## src/rtl/sw_scan.sv

```systemverilog
// sw_scan: 16-channel switch debouncer with an edge-event stream.
// Define SW_SCAN_FIFO_EN for a 4-entry event FIFO; otherwise events come straight from pending.
module sw_scan #(
  parameter int unsigned TICK_DIV = 500,
  parameter int unsigned STABLE_N = 3
) (
  input  logic        clk,
  input  logic        rst_n,
  input  logic [15:0] sw,
  output logic [15:0] state,
  output logic        evt_valid,
  input  logic        evt_ready,
  output logic [3:0]  evt_idx,
  output logic        evt_rise,
  output logic        overflow
);

  logic [15:0] sync1;
  logic [15:0] sync2;
  logic [31:0] pcnt;
  logic        tick;

  logic [STABLE_N-1:0] hist  [16];
  logic [STABLE_N-1:0] nhist [16];

  logic [15:0] qual;
  logic [15:0] pending;
  logic [15:0] clr;
  logic [3:0]  sel_idx;
  logic        sel_any;
  logic        pop;

  assign tick = (pcnt == 32'(TICK_DIV));
  assign pop  = evt_valid && evt_ready;

  // qual[i] marks a bit whose full history (incl. this sample) disagrees with state
  always_comb begin
    for (int i = 0; i < 16; i++) begin
      nhist[i] = {hist[i][STABLE_N-2:0], sync2[i]};
      qual[i]  = tick &&
                 (((&nhist[i]) && !state[i]) ||
                  ((~|nhist[i]) && state[i]));
    end
  end

  always_comb begin
    sel_any = 1'b0;
    sel_idx = 4'd0;
    for (int i = 15; i >= 0; i--) begin
      if (pending[i]) begin
        sel_any = 1'b1;
        sel_idx = 4'(i);
      end
    end
  end

  always_ff @(posedge clk or negedge rst_n) begin
    if (!rst_n) begin
      sync1 <= '0;
      sync2 <= '0;
      pcnt  <= '0;
      for (int i = 0; i < 16; i++) hist[i] <= '0;
    end else begin
      sync1 <= sw;
      sync2 <= sync1;
      pcnt  <= tick ? 32'd0 : pcnt + 32'd1;
      if (tick) begin
        for (int i = 0; i < 16; i++) hist[i] <= nhist[i];
      end
    end
  end

  // a requalify while still pending loses the older event
  always_ff @(posedge clk or negedge rst_n) begin
    if (!rst_n) begin
      state    <= '0;
      pending  <= '0;
      overflow <= 1'b0;
    end else begin
      state    <= state ^ qual;
      pending  <= (pending & ~clr) | qual;
      overflow <= overflow | (|(qual & pending & ~clr));
    end
  end

`ifdef SW_SCAN_FIFO_EN
  logic [4:0] mem [4];
  logic [1:0] wptr;
  logic [1:0] rptr;
  logic [2:0] count;
  logic       full;
  logic       push;
  logic [4:0] head;

  assign full = (count == 3'd4);
  assign push = sel_any && (!full || pop);
  assign clr  = push ? (16'd1 << sel_idx) : 16'd0;
  assign head = mem[rptr];

  always_ff @(posedge clk or negedge rst_n) begin
    if (!rst_n) begin
      for (int i = 0; i < 4; i++) mem[i] <= '0;
      wptr  <= '0;
      rptr  <= '0;
      count <= '0;
    end else begin
      if (push) begin
        mem[wptr] <= {sel_idx, state[sel_idx]};
        wptr      <= wptr + 2'd1;
      end
      if (pop) rptr <= rptr + 2'd1;
      count <= count + 3'(push) - 3'(pop);
    end
  end

  assign evt_valid = (count != 3'd0);
  assign evt_idx   = evt_valid ? head[4:1] : 4'd0;
  assign evt_rise  = evt_valid && head[0];
`else
  assign clr       = pop ? (16'd1 << sel_idx) : 16'd0;
  assign evt_valid = sel_any;
  assign evt_idx   = sel_idx;
  assign evt_rise  = sel_any && state[sel_idx];
`endif

endmodule
```

## config.mk

```make
export PLATFORM = sky130hd
export DESIGN_NAME = sw_scan
export DESIGN_NICKNAME = d
export VERILOG_FILES = /design/src/rtl/sw_scan.sv
export SDC_FILE = /design/constraint.sdc
export NUM_CORES = 1
export LEC_CHECK = 0
export CAP_MARGIN = 25
export CORE_MARGIN = 1.5
export CORE_UTILIZATION = 30
export DETAILED_ROUTE_END_ITERATION = 16
export REMOVE_ABC_BUFFERS = 1
export SLEW_MARGIN = 20
export SYNTH_ARGS = -nofsm -noshare
export SYNTH_HDL_FRONTEND = slang
export SYNTH_SLANG_ARGS = --single-unit
```

## constraint.sdc

```tcl
create_clock -name clk -period 3.3 [get_ports clk]
set_input_delay 0.66 -clock clk [delete_from_list [all_inputs] [get_ports clk]]
set_output_delay 0.66 -clock clk [all_outputs]
set_load 0.01 [all_outputs]
```

Word-level counts from Yosys, hierarchy flattened
Cells that the tools add are included.
Storage, ports and cells
  bits in registers: 129
  bits in latches: 0
  bits in writable memories: 0
  memory bits (read-only): 0
  input bits: 19
  output and inout port bits: 23
  memories kept: 0
Cells by class
  add/sub/neg operators: 1
  $mul: 0
  div/mod/pow operators: 0
  $lt $le $gt $ge: 1
  eq/ne operators: 1
  shifts and indexed selects: 1
  mux-type cells: 36
  bitwise operators: 7
  reductions and logical operators: 131
Operator list (count)
  two-way mux 4 bit: 16
  logical AND 1 bit: 50
  AND 16 bit: 3
  AND reduction 3 bit: 16
  OR reduction 3 bit: 16
  adder 32 x 1 -> 32 bit, second input constant: 1
  == test 32 x 9 -> 1 bit, second input constant: 1
  zero test 1 bit: 32
  two-way mux 32 bit: 1
  two-way mux 1 bit: 17
  logical OR 1 bit: 16
  two-way mux 16 bit: 1
  inverter 16 bit: 1
  bitwise OR 16 bit: 1
  OR reduction 16 bit: 1
  left shift 1 x 4 -> 16 bit, first input constant: 1
  bitwise XOR 16 bit: 1
  < comparator 4 x 5 -> 1 bit, second input constant: 1
  binary-select mux 1 bit (select 4 bit): 1
  bitwise OR 1 bit: 1

Logic depth before layout (Yosys ltp)
  depth after elaboration: 22
  gate-level depth with buffers: 10
  mapped depth without buffers: 9

Least setup slack after synthesis
No wires, ideal clock.
  kind: reg2out
  from: register pending[14]
  to: output evt_rise
  data arrival time: 2.052 ns
  path slack: 0.588 ns
  stages on the path, launching flop included: 8
  path buffers: 0
  path through: dfrtp_1 nand2b_1 a221o_1 a211oi_1 o21ai_0 a311oi_1 a22oi_1 mux2i_1
Between the ends
  longest elaborated chain between the ends: 18
  elaborated cells on any way between the ends: 33
  classes of those cells: 32 x mux; 1 x reduce/logical
RTL lines
  start: declaration: line 27  | logic [15:0] pending;
  start signal: assignment: line 81  | pending <= (pending & ~clr) | qual;
  two-way mux 4 bit (15 in series): line 50  | if (pending[i]) begin
  binary-select mux 1 bit (select 4 bit): line 123  | assign evt_rise = sel_any && state[sel_idx];
  two-way mux 1 bit (implied by the code): line 123
  logical AND 1 bit (*): line 123
  end: declaration: line 14  | output logic evt_rise,
Every way passes the cells marked *; elsewhere a longest branch is shown, timed or not. The select of a mux whose other input is x is not followed.

Worst setup path in the final report
  from: register pending[7]
  to: output evt_idx[3]
Between the ends
  longest elaborated chain between the ends: 8
RTL lines
  two-way mux 4 bit (8 in series): line 50
  end: declaration: line 13  | output logic [3:0] evt_idx,
Every way passes these cells.

==> results.md <==
- Status: finished clean
- DRC: 0
- Global-route wire length before repair: roughly 23000 microns
- Fmax achieved: 0.313 GHz
- Reg2Reg Depth: 10
- Crit path launch type: flip-flop
- 1st-iter DRT viols: around 330
- Tightest Pin Transition: around 0.65 ns
- Largest net degree at the start of global routing: around 70
- Total Routing Usage GR: 0.147
- Synth-to-Final Area Change: 28.2%
- Worst flop-to-flop path startpoint: pending[11]$_DFF_PN0_
- Synth Warn #: 0
- Library cells used by synthesis: between 60 and 70
- Commonest non-fill, non-tap cell in the layout: nand2_1
- Clock Path Buffers: 2
- Fin util: 0.395
- Ratio of cells with drive above 1 in the final layout: 0.148
- Clock sinks: about 130
- Compound-Gate Fraction of Synth Area: 0.0995
- Synth Area per Inst: 10.1 sq um
- I/O Buffers: 41
- Routed length per instance: between 10 and 15 microns
- Worst setup path category: reg2out
- Fillers: about 1.9k
- Synthesized area: between 5000 and 6000 sq um
- Die Ht: between 100 and 150 microns
- Post-synthesis register bit count: roughly 130
- Post-route minimum period: between 3 and 4 ns
- Final Slew Violations: 0
- Antenna violations before repair: 0
- Clock skew: between 0.007 and 0.008 ns
- HP Class: in2async
- Largest family of logic cells by synthesized area: simple AND/OR/NAND/NOR gates
- Final setup violation count: 0
- Seq/Total Area, Yosys: 0.554
- Nets: slightly below 700
- Mapped Cells: 579
- Via density: slightly below 5
- Clock root cell: clkbuf_16
- Max-cap violation count: 0
- Initial Utilization: 0.308
- Clk_lat worst skew: about 0.42 ns
- Flop2flop setup slack: 0.41 ns
- Worst path required time: 2.64 ns
- EDFF count, synth: 0
- # IOs: 42
- Max transition margin: 0.560
- Synth async-reset ratio: 1.00
- CP max FO: 6
- Final Hold Violating Endpoints: 0
- Crit path DAT: around 2.5 ns
- Total Wirelength: 13800 microns
- R2r endpoint: overflow$_DFF_PN0_
- PwrDens: 747 nW/um^2
- Post-Synth Simple-Gate Area: 0.254
- Congestion Overflow GR: 0
- RSZ-0062 raised after global routing: no
- H-Tree Depth: 4
- Worst-path clk slew: 0.06 ns
- CTS Buf Count: 17
- Fin crit share: 0.969
- CTS tree: done
- Worst Slack Setup Final: ~0.10 ns
- Setup TNS: 0 ns
- Pre-Repair DR Iteration Count: 4
- Leakage: 3.46 nW
- Most frequent cells in the layout: nand2_1, dfrtp_1, nor2_1
- Die area: approximately 20000 sq um
- RD Place Congestion: 0.927
- Ys flop type: dfrtp_1
- Crit path capture type: output port
- Synth Area in Adders: 0.00430
- Detail Placement HPWL: between 9000 and 10000 microns
- Vias: roughly 4.5k
- Peak supply drop: roughly 0.37 mV
- Die W: roughly 140 microns
- N_diodes: 0
- Dpl ws: around 0.080 ns
- Vias in the first global route: around 4.3k
- FP Rows: 50
- Core ar.: around 19000 sq um
- Routed Antenna Nets: 0
- XOR/XNOR Fraction of Synth Area: 0.0662
- Final hold slack: roughly 0.22 ns
- Mux cell area share after synthesis: 0.00172
[repair_timing]
item,4_1_cts,5_1_grt
hold buffers,0,0
setup buffers,1,1
pin swaps,3,6
resized for setup,8,11
setup endpoints to repair,1,1
[worst max path at each step]
stage,from,to,depth (start not counted)
after floorplan,pcnt[0]$_DFF_PN0_,state[0]$_DFF_PN0_,7
after global placement,pending[7]$_DFF_PN0_,evt_rise,9
after detailed placement,pending[11]$_DFF_PN0_,evt_rise,8
after CTS,pending[14]$_DFF_PN0_,evt_rise,9
after global routing,pending[11]$_DFF_PN0_,evt_rise,9
final,pending[7]$_DFF_PN0_,evt_idx[3],4
[registers in the layout, summed over array words and instances (netlist names)]
register / flops
overflow: 1
pcnt: 32
sync1: 16
pending: 16
sync2: 16
state: 16
hist: 32
[stage by stage]
step | power [W] | std cells | area (sq um)
after global routing | 0.00587 | 934 | 7470
after CTS | 0.00552 | 933 | 7430
final | 0.00558 | 934 | 7470
after floorplan | 0.00264 | 564 | 5760
after detailed placement | 0.00352 | 901 | 6790
after global placement | 0.00353 | 901 | 6790
[cell families (layout without fill, tap and decap cells)]
kind of cell    count (synthesis)  after routing
simple gates                  292            292
flops                         129            129
compound gates                 81             81
xor+xnor                       44             44
buf+inv                        30            125
fa+ha+maj                       2              2
mux                             1              1
[power breakdown]
part | switching, W | internal [W]
clock | 0.000667 | 0.00122
sequential | 0.0000804 | 0.00166
combinational | 0.00102 | 0.000927
total | 0.00177 | 0.00381
[critical path, stage by stage (launching register included)]
cell	delay [ns]
dfrtp_1	0.41
buf_4	0.18
or4_4	0.59
nor3_1	0.33
clkdlybuf4s50_1	0.61
[cells in the mapped netlist, types with 3 or more instances]
| master | number | area share |
|---|---|---|
| nand2_1 | 131 | 0.084 |
| dfrtp_1 | 129 | 0.55 |
| nor2_1 | 42 | 0.027 |
| xnor2_1 | 27 | 0.041 |
| nand3_1 | 24 | 0.021 |
| o21ai_0 | 22 | 0.019 |
| xor2_1 | 17 | 0.026 |
| nor2b_1 | 15 | 0.016 |
| a31oi_1 | 14 | 0.015 |
| inv_1 | 14 | 0.0090 |
| clkbuf_1 | 13 | 0.0084 |
| nand4_1 | 13 | 0.014 |
| nor4_1 | 11 | 0.012 |
| nor4b_1 | 11 | 0.017 |
| and3_1 | 8 | 0.0086 |
| a21oi_1 | 6 | 0.0052 |
| or4_1 | 6 | 0.0077 |
| nand4b_1 | 5 | 0.0075 |
| or4b_2 | 5 | 0.0086 |
| a211oi_1 | 4 | 0.0052 |
| o211ai_1 | 4 | 0.0052 |
| or3_1 | 4 | 0.0043 |
| nor3_1 | 3 | 0.0026 |
| o41ai_1 | 3 | 0.0045 |
[metal layers]
layer  global-route usage  routed length, microns
met1                0.198                    6610
met3               0.0431                     707
met4               0.0684                     282
met5                    0                       0
met2                0.218                    6230
[area by class of cell]
cell class,instances,area (sq um),share of cell area
well taps,260,325,0.0436
clock buffers,22,464,0.0622
flip-flops and latches,129,3230,0.433
clock inverters,9,133,0.0178
inverters,15,56.3,0.00754
multi-input cells,420,2550,0.342
repair buffers,79,708,0.0949
Power figures use the tool's default switching activity.
